==> src/rtl/bram_stream_reader.sv <==
// Read-side master for a 1-cycle-latency block RAM: issues a contiguous run of reads and
// re-emits the words as a valid/ready stream with a last flag, one beat per clock when unstalled.
module bram_stream_reader #(
  parameter int unsigned MEMWIDTH   = 10,
  parameter int unsigned DATAWIDTH  = 32,
  parameter int unsigned FIFO_DEPTH = 4
) (
  input  logic                 clk,
  input  logic                 rst_n,
  input  logic                 start,
  input  logic [MEMWIDTH-1:0]  start_addr,
  input  logic [MEMWIDTH:0]    length,
  output logic                 busy,
  output logic                 done,
  output logic [MEMWIDTH-1:0]  raddr,
  input  logic [DATAWIDTH-1:0] rdata,
  output logic [DATAWIDTH-1:0] m_data,
  output logic                 m_valid,
  input  logic                 m_ready,
  output logic                 m_last
);

  localparam int unsigned PtrW = $clog2(FIFO_DEPTH);
  localparam int unsigned CntW = PtrW + 1;
  localparam logic [CntW-1:0]     DepthCnt = CntW'(FIFO_DEPTH);
  localparam logic [CntW:0]       DepthOcc = (CntW + 1)'(FIFO_DEPTH);
  localparam logic [MEMWIDTH:0]   LenOne   = (MEMWIDTH + 1)'(1);
  localparam logic [MEMWIDTH-1:0] AddrOne  = MEMWIDTH'(1);

  typedef enum logic [1:0] {StIdle, StIssue, StDrain} state_e;

  state_e r_state;
  state_e w_state_next;

  logic [MEMWIDTH-1:0] r_raddr;
  logic [MEMWIDTH-1:0] r_next_addr;
  logic [MEMWIDTH:0]   r_remaining;
  logic [1:0]          r_tag_v;
  logic [1:0]          r_tag_last;

  logic [DATAWIDTH:0]  r_fifo [FIFO_DEPTH];
  logic [PtrW-1:0]     r_wr_ptr;
  logic [PtrW-1:0]     r_rd_ptr;
  logic [CntW-1:0]     r_count;

  logic [DATAWIDTH-1:0] r_m_data;
  logic                 r_m_valid;
  logic                 r_m_last;
  logic                 r_done;

  logic                w_busy;
  logic                w_issue_first;
  logic                w_issue_run;
  logic                w_issue;
  logic                w_issue_last;
  logic                w_drain_exit;
  logic                w_zero_done;
  logic                w_len_zero;
  logic                w_len_one;
  logic                w_rem_one;
  logic                w_credit;
  logic [1:0]          w_inflight;
  logic [CntW:0]       w_occupancy;
  logic [MEMWIDTH-1:0] w_issue_addr;
  logic [MEMWIDTH:0]   w_issue_rem;
  logic                w_push;
  logic                w_pop;
  logic [DATAWIDTH:0]  w_head;

  assign w_len_zero = (length == '0);
  assign w_len_one  = (length == LenOne);
  assign w_rem_one  = (r_remaining == LenOne);

  // Reads already issued but not yet in the FIFO still need a slot, so they count as used.
  assign w_inflight  = {1'b0, r_tag_v[0]} + {1'b0, r_tag_v[1]};
  assign w_occupancy = {1'b0, r_count} + (CntW + 1)'(w_inflight);
  assign w_credit    = (w_occupancy < DepthOcc);

  // FSM: state register
  always_ff @(posedge clk) begin : p_state
    if (!rst_n) begin
      r_state <= StIdle;
    end else begin
      r_state <= w_state_next;
    end
  end

  // FSM: next state
  always_comb begin : p_next
    w_state_next = r_state;
    unique case (r_state)
      StIdle: begin
        if (start && !w_len_zero) begin
          w_state_next = w_len_one ? StDrain : StIssue;
        end
      end
      StIssue: begin
        if (w_issue_run && w_rem_one) begin
          w_state_next = StDrain;
        end
      end
      StDrain: begin
        if (w_drain_exit) begin
          w_state_next = StIdle;
        end
      end
      default: w_state_next = StIdle;
    endcase
  end

  // FSM: outputs and strobes
  always_comb begin : p_out
    w_busy        = 1'b0;
    w_issue_first = 1'b0;
    w_issue_run   = 1'b0;
    w_drain_exit  = 1'b0;
    w_zero_done   = 1'b0;
    unique case (r_state)
      StIdle: begin
        // The first read goes out on the accepting edge itself.
        w_issue_first = start && !w_len_zero;
        w_zero_done   = start && w_len_zero;
      end
      StIssue: begin
        w_busy      = 1'b1;
        w_issue_run = w_credit;
      end
      StDrain: begin
        w_busy       = 1'b1;
        w_drain_exit = r_m_valid && r_m_last && m_ready;
      end
      default: ;
    endcase
  end

  assign w_issue      = w_issue_first | w_issue_run;
  assign w_issue_addr = w_issue_first ? start_addr : r_next_addr;
  assign w_issue_rem  = w_issue_first ? length : r_remaining;
  assign w_issue_last = (w_issue_rem == LenOne);

  always_ff @(posedge clk) begin : p_issue
    if (!rst_n) begin
      r_raddr     <= '0;
      r_next_addr <= '0;
      r_remaining <= '0;
      r_tag_v     <= '0;
      r_tag_last  <= '0;
    end else begin
      if (w_issue) begin
        r_raddr     <= w_issue_addr;
        r_next_addr <= w_issue_addr + AddrOne;
        r_remaining <= w_issue_rem - LenOne;
      end
      // Stage 1 lines up with rdata: the RAM registers raddr one edge after we do.
      r_tag_v    <= {r_tag_v[0], w_issue};
      r_tag_last <= {r_tag_last[0], w_issue & w_issue_last};
    end
  end

  assign w_push = r_tag_v[1];
  assign w_pop  = (r_count != '0) && (!r_m_valid || m_ready);
  assign w_head = r_fifo[r_rd_ptr];

  always_ff @(posedge clk) begin : p_fifo_mem
    if (w_push) begin
      r_fifo[r_wr_ptr] <= {r_tag_last[1], rdata};
    end
  end

  always_ff @(posedge clk) begin : p_fifo_ctrl
    if (!rst_n) begin
      r_wr_ptr  <= '0;
      r_rd_ptr  <= '0;
      r_count   <= '0;
      r_m_data  <= '0;
      r_m_valid <= 1'b0;
      r_m_last  <= 1'b0;
      r_done    <= 1'b0;
    end else begin
      if (w_push) begin
        r_wr_ptr <= r_wr_ptr + PtrW'(1);
      end
      if (w_pop) begin
        r_rd_ptr <= r_rd_ptr + PtrW'(1);
      end
      r_count <= r_count + CntW'(w_push) - CntW'(w_pop);

      if (w_pop) begin
        r_m_valid <= 1'b1;
        r_m_data  <= w_head[DATAWIDTH-1:0];
        r_m_last  <= w_head[DATAWIDTH];
      end else if (m_ready) begin
        r_m_valid <= 1'b0;
        r_m_last  <= 1'b0;
      end

      r_done <= w_zero_done | w_drain_exit;
    end
  end

  assign busy    = w_busy;
  assign done    = r_done;
  assign raddr   = r_raddr;
  assign m_data  = r_m_data;
  assign m_valid = r_m_valid;
  assign m_last  = r_m_last;

  a_no_overflow : assert property (@(posedge clk) disable iff (!rst_n)
    !(w_push && !w_pop && (r_count == DepthCnt)));

endmodule

==> config.mk <==
export PLATFORM = sky130hd
export DESIGN_NAME = bram_stream_reader
export DESIGN_NICKNAME = d
export VERILOG_FILES = /design/src/rtl/bram_stream_reader.sv
export SDC_FILE = /design/constraint.sdc
export NUM_CORES = 1
export LEC_CHECK = 0
export BUFFER_PORTS_ARGS = -buffer_cell sky130_fd_sc_hd__buf_2
export CAP_MARGIN = 20
export CORE_MARGIN = 3
export CORE_UTILIZATION = 44
export DETAILED_ROUTE_END_ITERATION = 8
export PLACE_DENSITY = 0.65
export SLEW_MARGIN = 20
export SYNTH_ARGS = -nofsm -noshare
export SYNTH_HDL_FRONTEND = slang
export SYNTH_SLANG_ARGS = --single-unit
==> constraint.sdc <==
create_clock -name clk -period 10.54 [get_ports clk]
set_input_delay 2.108 -clock clk [delete_from_list [all_inputs] [get_ports clk]]
set_output_delay 2.108 -clock clk [all_outputs]
set_load 0.02 [all_outputs]
==> results of run 1 <==
worst max path at each step:
stage,to,startpoint,cells after the start,slack [ps]
3_5_place_dp,r_remaining[6],length[6],12,4610
6_report,r_remaining[6],length[6],12,5070
4_1_cts,r_remaining[6],length[6],12,5120
3_3_place_gp,r_remaining[6],length[6],12,4850
2_1_floorplan,r_remaining[6],length[6],13,4880
5_1_grt,r_remaining[6],length[6],12,4750
Yosys cell counts (all sizes together), types with 2 or more instances:
| library cell | count |
|---|---|
| nor4 | 7 |
| dfxtp | 81 |
| nand2 | 111 |
| a211oi | 7 |
| mux2i | 2 |
| nor3 | 10 |
| nand4 | 13 |
| a31oi | 2 |
| or4 | 2 |
| nor2 | 35 |
| edfxtp | 132 |
| inv | 14 |
| a21oi | 52 |
| xor2 | 15 |
| and2 | 10 |
| mux2 | 3 |
| or2 | 2 |
| xnor2 | 18 |
| clkbuf | 30 |
| mux4 | 33 |
| o211ai | 2 |
| a22oi | 2 |
| buf | 8 |
| o41ai | 2 |
| ha | 14 |
| o21a | 2 |
| o21ai | 11 |
| nand2b | 2 |
| a311oi | 8 |
| o31ai | 2 |
| or3 | 2 |
| and3 | 5 |
| nand3 | 7 |
stage by stage:
| stage | setup slack (ps) | hold WS, ps | instances | power, µW |
|---|---|---|---|---|
| 3_3_place_gp | 4851 | 441.8 | 986 | 1880 |
| 5_1_grt | 4746 | 451.1 | 1028 | 2851 |
| 2_1_floorplan | 4880 | 411.9 | 657 | 1671 |
| 6_report | 5071 | 438.7 | 1028 | 2694 |
| 3_5_place_dp | 4614 | 421.0 | 986 | 1906 |
| 4_1_cts | 5120 | 444.8 | 1028 | 2727 |
state kept, by name (all words and copies together), names as in the netlist, named ones only:
name	count
r_tag_last	2
r_wr_ptr	2
r_next_addr	10
r_rd_ptr	2
m_data	32
r_fifo	132
r_remaining	11
r_state	2
raddr	10
m_last	1
r_count	3
r_tag_v	2
done	1
m_valid	1
power by group:
group	internal, µW	total (µW)	switching [µW]
sequential	1010	1130	115
combinational	301	754	454
clock	492	812	321
total	1810	2690	889
metal layers:
layer | part of all wire (%) | routed length (µm) | global-route usage [%]
met5 | 0 | 0 | 0
met4 | 2.8 | 511 | 5.974
met3 | 6.0 | 1108 | 3.569
met2 | 50 | 9146 | 29.98
met1 | 41 | 7564 | 21.18
worst max-delay path, cell delays in order:
cell,delay [ps]
buf_2,120
or4_1,700
o41ai_4,340
buf_4,500
mux2i_1,300
ha_1,210
inv_1,60
a221oi_1,720
nand2_1,220
nor3_1,260
xnor2_1,170
a21oi_1,90
cell usage in the layout (no fill, tap or decap), drive strengths merged, types with 13 or more instances in the layout:
master / Yosys / routed
edfxtp: 132 / 132
mux4: 33 / 33
buf: 8 / 107
nor2: 35 / 35
nand2: 111 / 111
inv: 14 / 15
dfxtp: 81 / 81
xor2: 15 / 15
ha: 14 / 14
a21oi: 52 / 52
xnor2: 18 / 18
nand4: 13 / 13
clkbuf: 30 / 28
final cells by class:
class                      instances  area, µm²
clock inverter                    14      163.9
multi-input combinational        392       2849
tap                              260      325.3
inverter                          14      52.55
timing repair buffer             107      548.0
fill                            1615       8815
sequential                       213       5588
clock buffer                      28      614.3
logic make-up (layout without fill, tap and decap cells):
family,after synthesis,after routing,share of synthesized area [%]
and+or+nand+nor,208,208,10.88
muxes,38,38,9.283
AOI/OAI and AO/OA,98,98,7.195
DFF,213,213,64.75
xor gates and xnor gates,33,33,3.351
adders and majority gates,15,15,2.263
buffers and inverters,52,163,2.277
==> results.json, run 1 <==
{
  "num_io_pins": 103,
  "die_w_um": 146.0,
  "cts_max_path_buffers": 3,
  "netlist_instances": 657,
  "synth_warnings": 0,
  "synth_seq_area_share_pct": 64.75,
  "hold_depth": 1,
  "synth_edf_count": 132,
  "clock_skew_ps": 23.12,
  "worstPathRequired_ps": 10900,
  "clk_latency_ps": 520,
  "place.gp.congestion": 0.8670,
  "max_clock_freq_ghz": 0.1829,
  "syn_nets": 729,
  "first_pass_iters": 5,
  "post_drt_wl_per_cell_um": 17.83,
  "slew_headroom_pct": 35.10,
  "grt_use_total_pct": 17.12,
  "arrival_ps": 5830,
  "cts_tree": "yes",
  "drive_gt1_share_pct": 25.26,
  "fp-row-count": 50,
  "async_flop_share_pct": 0,
  "synth.distinct_cells": 51,
  "grt_first_pass_wirelength_mm": 29.81,
  "nNetsFinal": 823,
  "drt-vias-per-instance": 5.387,
  "leakagePower_uw": 0.003674,
  "post_cts_buffers": 0,
  "initial_core_util_pct": 45.50,
  "hold_end": "r_tag_last[1]",
  "syn_avg_cell_area_um2": 13.13,
  "r2r_cells": 13,
  "finalCriticalPeriod_ps": 5469,
  "final_area_um2": 10140,
  "clk_pin_slew_ps": 60,
  "crit_fanout": 54,
  "path_class": "input pin to register",
  "placed_cell_area_um2": 9363,
  "synthToLayoutAreaGrowth_pct": 17.57,
  "grt_max_degree": 55,
  "core-area_um2": 18960,
  "dp_hpwl_mm": 11.31,
  "cts-hold-fix-buffers": 0,
  "grt_pass1_vias": 5927,
  "r2r-end": "r_remaining[6]",
  "synth_flop_cell": "edfxtp_1",
  "maxCapViolations": 0,
  "worstMarginPinSlew_ps": 973.5,
  "hold_viol": 0,
  "rsz0062_at_grt": "no",
  "grt_overflow": 0,
  "io_buffers": 102,
  "synth_top_area_cell": "edfxtp_1",
  "diodes": 0,
  "netlist.area_leader.share_pct": 45.95,
  "min_period_over_period_pct": 51.89,
  "dr_total_vias": 5538,
  "drc_errors": 0,
  "h-tree-depth": 1,
  "hold_start": "r_tag_last[0]",
  "setup_tns_ps": 0,
  "syn_area_um2": 8626,
  "cp-end-kind": "register",
  "power_density_nw_per_um2": 265.7,
  "antenna_found_initial": 0,
  "cts_buffers": 23,
  "hold_path.class": "register to register",
  "critPathLaunchType": "input pin",
  "die_area_um2": 21320,
  "die_height_um": 146.0,
  "r2r_slack_ps": 6800,
  "outcome": "finished, final reports clean",
  "final_util_pct": 53.50,
  "postCtsResizedCells": 0,
  "dr.first_iter.drc_count": 356,
  "drt_wl_total_mm": 18.33,
  "crit-reg2reg-launch": "r_state[0]",
  "synthTopCellsByArea": "edfxtp_1, dfxtp_1, mux4_2, nand2_1, a21oi_1",
  "cts_sinks": 213,
  "final-setup-viol-count": 0,
  "ir_drop_mv": 0.1595,
  "synth-seq-cells": 213,
  "drv_slew": 0,
  "cts_root_buf": "clkbuf_16",
  "drtAntennaViolNets": 0
}
No activity file was read; power rests on OpenSTA's default activity.
==> run 2, diff against run 1 <==
clock period = 5.7 ns   (was 10.54 ns; I/O delays follow)
==> run 2 against run 1 <==
  * Power increased by 87%
  * Die area unchanged
  * Clock power increased by 92%
  * Global-route usage decreased by 0.18 points
  * Setup slack got worse by 3400 ps
  * Hold slack improved by 16 ps
  * Design area increased by 0.15%
  * Clock skew decreased by 9.6 ps
  * First-iteration DRC count decreased by 38%
  * Largest cell class unchanged
  * Sequential share of layout area decreased by 0.081 points
  * Clock-buffer cell count decreased by 1
  * Sequential power increased by 84%
==> results.json, run 2 (synthesized netlist as in run 1, its figures left out) <==
{
  "hold_viol": 0,
  "total_power_uw": 5046,
  "grt_pass1_vias": 5681,
  "min_period_over_period_pct": 70.80,
  "grt_first_pass_wirelength_mm": 29.41,
  "diodes": 0,
  "h-tree-depth": 1,
  "die_w_um": 146.0,
  "final-setup-viol-count": 0,
  "p_sw_uw": 1638,
  "drt-vias-per-instance": 5.443,
  "cts_max_path_buffers": 3,
  "dr.first_iter.drc_count": 222,
  "nNetsFinal": 822,
  "setup_tns_ps": 0,
  "post_cts_buffers": 0,
  "worstPathRequired_ps": 6090,
  "fp-row-count": 50,
  "ir_drop_mv": 0.3121,
  "hold_path.class": "register to register",
  "critPathLaunchType": "input pin",
  "place.gp.congestion": 0.8438,
  "cp-end-kind": "register",
  "clock_skew_ps": 13.51,
  "synthToLayoutAreaGrowth_pct": 17.74,
  "core-area_um2": 18960,
  "pwr-share-comb_pct": 27.7,
  "finalCriticalPeriod_ps": 4036,
  "drc_errors": 0,
  "grt_max_degree": 54,
  "multi_input_area_um2": 2849,
  "leakagePower_uw": 0.003679,
  "grt_use_total_pct": 16.94,
  "max_clock_freq_ghz": 0.2478,
  "arrival_ps": 4430,
  "clockPowerShare_pct": 31.0,
  "worstMarginPinSlew_ps": 976.6,
  "crit_fanout": 7,
  "first_pass_iters": 5,
  "largest_register": "r_fifo",
  "die_height_um": 146.0,
  "regArea_um2": 5588,
  "clk_pin_slew_ps": 60,
  "initial_core_util_pct": 45.50,
  "antenna_found_initial": 2,
  "drt_wl_total_mm": 18.44,
  "final_common_cell": "edfxtp_1",
  "rsz0062_at_grt": "no",
  "cts_tree": "yes",
  "post_drt_wl_per_cell_um": 17.97,
  "cts_buffers": 23,
  "internal_power_uw": 3408,
  "cts-hold-fix-buffers": 0,
  "path_class": "input pin to register",
  "grt_overflow": 0,
  "maxCapViolations": 0,
  "final_util_pct": 53.58,
  "drtAntennaViolNets": 0,
  "pwr-share-seq_pct": 41.3,
  "io_buffers": 102,
  "switching_share_pct": 32.46,
  "dp_hpwl_mm": 11.36,
  "slew_headroom_pct": 34.89,
  "dr_total_vias": 5585,
  "fillCellCount": 1623,
  "power_density_nw_per_um2": 496.9,
  "cts_root_buf": "clkbuf_16",
  "cts_sinks": 213,
  "postCtsResizedCells": 0,
  "clk_latency_ps": 500,
  "mostFrequentLayoutCells": "edfxtp_1, nand2_1, buf_2, dfxtp_1, a21oi_1",
  "drv_slew": 0,
  "die_area_um2": 21320,
  "outcome": "finished, final reports clean",
  "largest_register_ffs": 132,
  "num_io_pins": 103,
  "drive_gt1_share_pct": 25.20
}
## run 2: cell types whose count changed in the layout (fill, tap and decap cells not counted)
cell	change
buf_4	-1
bufinv_16	+2
clkbuf_8	-1
clkinv_1	-1
clkinv_4	-1
inv_16	-1
inv_6	+1
## run 2: worst paths after layout
path                                  from             end  slack, ps  depth (start not counted)
worst max-delay path             length[6]  r_remaining[8]       1660                         11
worst min-delay path             m_data[4]       m_data[4]        450                          2
worst max register to register  r_state[0]  r_remaining[8]       2120                         12
worst min register to register   m_data[4]       m_data[4]        450                          2
## run 2: power groups by stage
stage | registers (µW) | logic, µW | clock network (µW)
after CTS | 2090 | 1410 | 1590
after floorplan | 2160 | 931 | 0
final | 2080 | 1400 | 1560
after global placement | 2110 | 1360 | 0
after detailed placement | 2120 | 1400 | 0
after global routing | 2120 | 1550 | 1670
## run 2: cell type report
class	instances	area share, %
inverter	14	0.5174
tap	260	3.203
clock buffer	27	5.914
sequential	213	55.02
clock inverter	14	1.971
timing repair buffer	106	5.322
multi-input combinational	392	28.05
## run 2: stage by stage
| step | instances | cell area [µm²] | hold slack, ps | setup slack [ps] |
|---|---|---|---|---|
| finish | 1026 | 10160 | 455.0 | 1664 |
| global route | 1026 | 10160 | 473.8 | 1377 |
| CTS | 1026 | 10160 | 453.8 | 1723 |
| detailed placement | 985 | 9355 | 444.0 | 1237 |
| global placement | 985 | 9355 | 442.6 | 1438 |
| floorplan | 657 | 8626 | 411.9 | 1008 |
## run 2: per-layer routing
metal | vias to the layer above | track usage (%) | wire length (µm)
met4 | 4 | 4.516 | 304
met5 | - | 0 | 14
li1 | 2612 | - | -
met1 | 2777 | 21.30 | 7710
met3 | 30 | 3.849 | 1089
met2 | 162 | 29.73 | 9318
## run 2: worst max-delay path: stages
cell and delay [ps]:
buf_2 120, or4_1 700, o41ai_4 380, mux2i_1 320, ha_1 230, inv_1 70, a221oi_1 740, nand3_1 180
xnor2_1 190, nor2_1 70, a211oi_1 290
==> run 3, diff against run 2 <==
clock period = 3.95 ns   (was 5.7 ns; I/O delays follow)
==> run 3 against run 2 <==
  * First-iteration DRC count rose by 49%
  * Sequential share of layout area rose by 0.40 points
  * Sequential power rose by 45%
  * Routed wire length rose by 1.5%
  * Clock-buffer cell count rose by 8
  * Via count fell by 0.73%
  * Flip-flop and latch count did not move
  * Final cell count rose by 0.39%
  * Global-route usage rose by 0.62 points
  * Combinational power rose by 46%
  * Design area fell by 0.71%
  * Critical path type unchanged
  * Critical endpoint unchanged
  * Largest power group unchanged
==> results.json, run 3 (synthesized netlist as in run 1, its figures left out) <==
{
  "cts-hold-fix-buffers": 0,
  "die_w_um": 146.0,
  "leakagePower_uw": 0.003640,
  "drt_wl_total_mm": 18.72,
  "die_height_um": 146.0,
  "initial_core_util_pct": 45.50,
  "drt-vias-per-instance": 5.383,
  "final_util_pct": 53.19,
  "grt_pass1_vias": 5783,
  "synthToLayoutAreaGrowth_pct": 16.90,
  "place.gp.congestion": 0.8416,
  "final_common_cell": "edfxtp_1",
  "hold_start": "m_data[4]",
  "power_density_nw_per_um2": 698.3,
  "cts_buffers": 23,
  "hold_end": "m_data[4]",
  "r2r_cells": 12,
  "dr_total_vias": 5544,
  "h-tree-depth": 1,
  "slew_headroom_pct": 35.51,
  "drv_slew": 0,
  "fin_cells": 1030,
  "mostFrequentLayoutCells": "edfxtp_1, nand2_1, buf_2, dfxtp_1, a21oi_1",
  "post_drt_wl_per_cell_um": 18.17,
  "max_clock_freq_ghz": 0.3020,
  "drt-met1-wl_mm": 7.875,
  "core-area_um2": 18960,
  "hold_viol": 0,
  "rsz0062_at_grt": "no",
  "hold_path.class": "register to register",
  "drc_errors": 0,
  "worstMarginPinSlew_ps": 967.3,
  "highest_layer": "met4",
  "dr_wl_met3_mm": 1.193,
  "setup_tns_ps": 0,
  "arrival_ps": 3730,
  "drive_gt1_share_pct": 24.68,
  "postCtsResizedCells": 0,
  "die_area_um2": 21320,
  "critPathLaunchType": "input pin",
  "r2r_slack_ps": 750,
  "r2r-end": "r_remaining[8]",
  "first_pass_iters": 4,
  "clk_latency_ps": 520,
  "outcome": "finished, final reports clean",
  "dr.first_iter.drc_count": 331,
  "largest_register": "r_fifo",
  "final-setup-viol-count": 0,
  "num_io_pins": 103,
  "finalCriticalPeriod_ps": 3311,
  "dr_wl_met2_mm": 9.356,
  "largest_register_ffs": 132,
  "crit_fanout": 7,
  "clock_skew_ps": 19.34,
  "maxCapViolations": 0,
  "diodes": 0,
  "cts_tree": "yes",
  "multi_input_area_um2": 2855,
  "placed_cells": 988,
  "nNetsFinal": 825,
  "drtAntennaViolNets": 0,
  "regArea_um2": 5588,
  "cp-end-kind": "register",
  "grt_use_total_pct": 17.56,
  "post_cts_buffers": 0,
  "ir_drop_mv": 0.4583,
  "grt_first_pass_wirelength_mm": 30.43,
  "cts_sinks": 213,
  "fp-row-count": 50,
  "dp_hpwl_mm": 11.51,
  "worstPathRequired_ps": 4360,
  "antenna_found_initial": 0,
  "io_buffers": 102,
  "hold_depth": 2,
  "fillCellCount": 1608,
  "min_period_over_period_pct": 83.83,
  "grt_max_degree": 54,
  "path_class": "input pin to register",
  "grt_overflow": 0,
  "crit-reg2reg-launch": "r_state[1]",
  "cts_root_buf": "clkbuf_16",
  "clk_pin_slew_ps": 60,
  "cts_max_path_buffers": 3
}
## run 3: cell type report
cell class	instances	share of cell area (%)
Clock buffer	35	6.452
Tap cell	260	3.226
Inverter	14	0.5212
Clock inverter	7	0.4839
Multi-Input combinational cell	392	28.32
Sequential cell	213	55.42
Timing Repair Buffer	109	5.584
## run 3: through the flow
| step | hold WS, ps | total power (µW) | setup WS, ps | cell area [µm²] |
|---|---|---|---|---|
| after floorplan | 411.9 | 4465 | 8.122 | 8635 |
| after global placement | 440.7 | 5049 | 275.8 | 9384 |
| after detailed placement | 429.5 | 5121 | 141.3 | 9384 |
| after CTS | 451.7 | 7116 | 697.7 | 10080 |
| after global routing | 466.1 | 7450 | 352.3 | 10080 |
| final | 450.4 | 7042 | 638.5 | 10080 |
## run 3: report_power, final
| group | internal, µW | leakage (µW) | switching (µW) | total [µW] |
|---|---|---|---|---|
| Clock | 1140 | 0.000338 | 836 | 1980 |
| Sequential | 2700 | 0.00186 | 320 | 3020 |
| Combinational | 822 | 0.00144 | 1220 | 2040 |
| Total | 4670 | 0.00364 | 2380 | 7040 |
## run 3: worst max-delay path by stage
stage	endpoint	startpoint	cells past startpoint
final	r_remaining[8]	length[6]	11
after global routing	r_remaining[6]	r_state[1]	12
after CTS	r_next_addr[8]	length[6]	10
after detailed placement	r_remaining[8]	length[6]	11
after global placement	r_next_addr[8]	length[6]	10
after floorplan	r_remaining[6]	length[6]	13
## run 3: routing by layer
metal	track usage [%]	vias to the layer above
met4	4.610	0
li1	-	2614
met1	22.51	2740
met3	3.973	26
met5	0	-
met2	30.38	164
## run 3: critical path, cell delays in order
cell	delay [ps]
buf_2	120
or4_1	700
o41ai_4	380
mux2i_1	300
ha_1	230
inv_1	70
a221oi_2	460
nand3_1	200
xnor2_1	210
nor2_1	60
a211oi_1	200
